### src/rtl/nibble_serial_adder.sv
// nibble_serial_adder: adds two 4*NIBBLES-bit operands one nibble per clock through an external 4-bit adder.
// Optional macro NIBBLE_SERIAL_SUBTRACT_EN adds an op_sub input for A-B.
module nibble_serial_adder #(
  parameter int NIBBLES = 4
) (
  input  logic                 clk,
  input  logic                 rst,
  input  logic                 in_valid,
  output logic                 in_ready,
  input  logic [4*NIBBLES-1:0] op_a,
  input  logic [4*NIBBLES-1:0] op_b,
  input  logic                 op_cin,
`ifdef NIBBLE_SERIAL_SUBTRACT_EN
  input  logic                 op_sub,
`endif
  output logic [3:0]           add_a,
  output logic [3:0]           add_b,
  output logic                 add_cin,
  input  logic [3:0]           add_s,
  input  logic                 add_cout,
  output logic                 out_valid,
  input  logic                 out_ready,
  output logic [4*NIBBLES-1:0] sum,
  output logic                 cout
);
  localparam int IW = NIBBLES > 1 ? $clog2(NIBBLES) : 1;
  typedef enum logic [1:0] {IDLE, RUN, DONE} state_t;
  state_t state_q, state_d;
  logic [NIBBLES-1:0][3:0] a_q, a_d, b_q, b_d, acc_q, acc_d, res_q, res_d;
  logic [IW-1:0] idx_q, idx_d;
  logic carry_q, carry_d, cout_q, cout_d;
  logic accept, run, last, sub, cin_init;
  assign accept = state_q == IDLE && in_valid;
  assign run    = state_q == RUN;
  assign last   = idx_q == IW'(NIBBLES - 1);
`ifdef NIBBLE_SERIAL_SUBTRACT_EN
  logic sub_q;
  // Subtraction is A + ~B + 1, so the initial carry is forced high.
  always_ff @(posedge clk or posedge rst)
    if (rst) sub_q <= 1'b0;
    else if (accept) sub_q <= op_sub;
  assign sub      = sub_q;
  assign cin_init = op_sub | op_cin;
`else
  assign sub      = 1'b0;
  assign cin_init = op_cin;
`endif
  always_comb begin
    state_d = state_q;
    a_d     = a_q;
    b_d     = b_q;
    acc_d   = acc_q;
    res_d   = res_q;
    idx_d   = idx_q;
    carry_d = carry_q;
    cout_d  = cout_q;
    if (accept) begin
      a_d     = op_a;
      b_d     = op_b;
      acc_d   = '0;
      idx_d   = '0;
      carry_d = cin_init;
      state_d = RUN;
    end
    if (run) begin
      acc_d[idx_q] = add_s;
      carry_d      = add_cout;
      idx_d        = last ? idx_q : idx_q + IW'(1);
      state_d      = last ? DONE : RUN;
    end
    // Result registers load only on completion so sum/cout stay put outside DONE.
    if (run && last) begin
      res_d  = acc_d;
      cout_d = add_cout;
    end
    if (state_q == DONE && out_ready) state_d = IDLE;
  end
  always_ff @(posedge clk or posedge rst)
    if (rst) begin
      state_q <= IDLE;
      a_q     <= '0;
      b_q     <= '0;
      acc_q   <= '0;
      res_q   <= '0;
      idx_q   <= '0;
      carry_q <= 1'b0;
      cout_q  <= 1'b0;
    end else begin
      state_q <= state_d;
      a_q     <= a_d;
      b_q     <= b_d;
      acc_q   <= acc_d;
      res_q   <= res_d;
      idx_q   <= idx_d;
      carry_q <= carry_d;
      cout_q  <= cout_d;
    end
  assign in_ready  = state_q == IDLE;
  assign out_valid = state_q == DONE;
  assign add_a     = run ? a_q[idx_q] : 4'h0;
  assign add_b     = run ? b_q[idx_q] ^ {4{sub}} : 4'h0;
  assign add_cin   = run & carry_q;
  assign sum       = res_q;
  assign cout      = cout_q;
endmodule

### config.mk
export PLATFORM = sky130hd
export DESIGN_NAME = nibble_serial_adder
export DESIGN_NICKNAME = d
export VERILOG_FILES = /design/src/rtl/nibble_serial_adder.sv
export SDC_FILE = /design/constraint.sdc
export NUM_CORES = 1
export LEC_CHECK = 0
export ABC_CLOCK_PERIOD_IN_PS = 4000
export CAP_MARGIN = 10
export CORE_ASPECT_RATIO = 0.5
export CORE_MARGIN = 4
export CORE_UTILIZATION = 54
export DETAILED_ROUTE_END_ITERATION = 16
export GPL_ROUTABILITY_DRIVEN = 0
export HOLD_SLACK_MARGIN = 0.02
export PLACE_DENSITY_LB_ADDON = 0.08
export SLEW_MARGIN = 20
export SYNTH_ARGS = -nofsm -noshare
export SYNTH_HDL_FRONTEND = slang
export SYNTH_SLANG_ARGS = --single-unit
### constraint.sdc
create_clock -name clk -period 4 [get_ports clk]
set_clock_uncertainty 0.05 [all_clocks]
set_input_delay 0.8 -clock clk [delete_from_list [all_inputs] [get_ports clk]]
set_output_delay 0.8 -clock clk [all_outputs]
set_load 0.005 [all_outputs]
==> results.json <==
{
  "grt_remaining_overflow": 0,
  "syn_area_per_cell_um2": 14.5,
  "core-area_um2": 5470,
  "fin_crit_ns": 3.23,
  "required_ns": 3.15,
  "crit_fanout": 23,
  "ios": 70,
  "num_rows": 19,
  "yosysSeqAreaShare": 0.541,
  "powerDensity_nw_per_um2": 792,
  "period_share": 0.809,
  "fin_total_pwr_mw": 3.22,
  "first_pass_iters": 4,
  "whs_ns": 0.430,
  "num-fill-cells": 363,
  "critPathKind": "reg2out",
  "drc": 0,
  "clk_path_buf_depth": 2,
  "synth_warnings": 0,
  "clock.fmax_mhz": 309,
  "cts_sinks": 66,
  "cts_made_buffers": 9,
  "grt_max_degree": 51,
  "antenna_cells": 0,
  "syn-cell-area_um2": 3060,
  "ys_seq_elements": 66,
  "antenna_found_initial": 0,
  "cts.htree.levels": 3,
  "hp-class": "reg2reg",
  "timing.max_cap.violations": 0,
  "via_per_inst": 5.38,
  "synth_cell_type_count": 23,
  "worstMarginPinSlew_ns": 0.902,
  "synthCells": 210,
  "hold_viol": 0,
  "yosysTopAreaCellShare": 0.541,
  "clkTransAtPathRegs_ns": 0.05,
  "postRouteAntennaNets": 0,
  "rsz0062_at_grt": "no",
  "grt_pass1_vias": 2047,
  "finalSetupViolCount": 0,
  "totalWireLength_mm": 6.02,
  "fin_setup_tns_ns": 0,
  "most-common-layout-cells": "clkdlybuf4s50_1 (69), dfrtp_1 (66), mux2_2 (33)",
  "status": "finished clean",
  "ys_top_cells_by_area": "dfrtp_1 (54%), mux2_2 (12%), mux4_2 (5.9%)",
  "crit_arrival_ns": 2.38,
  "dieWidth_um": 114,
  "dieArea_um2": 7000,
  "yosysTopAreaCell": "dfrtp_1",
  "dieHeight_um": 61.2,
  "drtIter0Drc": 72,
  "hold_buffers": 0,
  "cts_resized": 0,
  "drive_gt1_frac": 0.257,
  "start_util": 0.559,
  "final_common_cell": "clkdlybuf4s50_1",
  "clock_latency_ns": 0.32,
  "num-nets-final": 325,
  "max-vdd-ir-drop_v": 0.000386,
  "dpl.hpwl_mm": 4.08,
  "leakagePower_nw": 1.70,
  "grt_pass1_wl_mm": 10.2,
  "vias": 1921,
  "critPathLaunchType": "register",
  "grt_usage": 0.198,
  "numPortBuffers": 69,
  "cts-root-buf": "clkbuf_16",
  "area_growth_syn_to_layout_pct": 33.0,
  "tritoncts": "built",
  "routedWlPerCell_um": 16.8,
  "cp-end-kind": "primary output",
  "cts_setup_buffers": 0,
  "slew_viol_final": 0,
  "relSlewSlack": 0.399,
  "synth.net_count": 256
}
## per-stage QoR
stage	util	instances	worst slack (ns)	instance area, µm²
after floorplan	-	210	1.50	3060
after global placement	0.684	341	1.19	3740
after detailed placement	0.684	341	1.15	3740
after CTS	0.743	357	0.772	4060
after global routing	0.743	357	0.606	4060
final	0.743	357	0.766	4060
## worst max-delay path: stages (launching register included)
cell and delay [ns]:
dfrtp_1 0.79, nand2b_1 0.45, nor2b_1 0.28, clkdlybuf4s50_1 0.54
## cell families after synthesis
family                   after synthesis  synth area share
multiplexers                          65             0.283
flip-flops                            66             0.541
adder cells (fa/ha/maj)                4            0.0164
buffers and inverters                 19            0.0467
AND/OR/NAND/NOR                       37            0.0655
AO/OA/AOI/OAI                         19            0.0483
## final timing paths
path                                         from  depth (start not counted)  slack (ns)                  end
min in group asynchronous                     rst                          2        0.90  sum[14]$_DFFE_PP0P_
min reg2reg                    b_q[9]$_DFFE_PP0P_                          1        0.43   b_q[9]$_DFFE_PP0P_
max                        state_q[0]$_DFFE_PP0P_                          3        0.77             add_b[1]
max in group asynchronous                     rst                          3        2.37   acc_q[8]$_DFF_PP0_
min                            b_q[9]$_DFFE_PP0P_                          1        0.43   b_q[9]$_DFFE_PP0P_
max reg2reg                  idx_q[0]$_DFFE_PP0P_                          3        1.53   sum[3]$_DFFE_PP0P_
## layout make-up
cell class,instances,area (µm²),share of cell area
Clock buffer,11,243,0.0597
Clock inverter,5,77.6,0.0191
Inverter,5,20.0,0.00493
Multi-Input combinational cell,125,1270,0.312
Sequential cell,66,1650,0.406
Tap cell,73,91.3,0.0225
Timing Repair Buffer,72,713,0.175
## sequential cells by signal (all words and copies together) (netlist names)
signal / flops
sum: 16
a_q: 16
idx_q: 2
acc_q: 12
b_q: 16
state_q: 2
carry_q: 1
cout: 1
## where the power goes
group,total [mW],switching (mW),internal (mW)
sequential,1.22,0.237,0.979
clock,0.840,0.280,0.560
combinational,1.16,0.374,0.787
total,3.22,0.892,2.33
## Yosys cell counts
library cell	instances
a21oi_1	1
a22o_1	13
and3_1	1
and3b_1	1
buf_2	3
buf_4	4
buf_6	7
dfrtp_1	66
ha_1	4
inv_1	5
mux2_1	13
mux2_2	33
mux2_4	11
mux4_2	8
nand2_1	15
nand2b_1	1
nand3b_1	1
nor2_1	4
nor2b_1	12
nor3b_2	2
o21ai_0	3
o21ai_1	1
o221ai_1	1
## per-layer routing
metal  share of wire  GRT usage  wire length [µm]  vias to the layer above
li1                -          -                 -                      885
met1            0.44      0.246              2670                      970
met2            0.47      0.323              2860                       56
met3           0.063     0.0726               381                       10
met4           0.017     0.0829               102                        0
met5               0          0                 0                        -
Power figures use the tool's default switching activity.
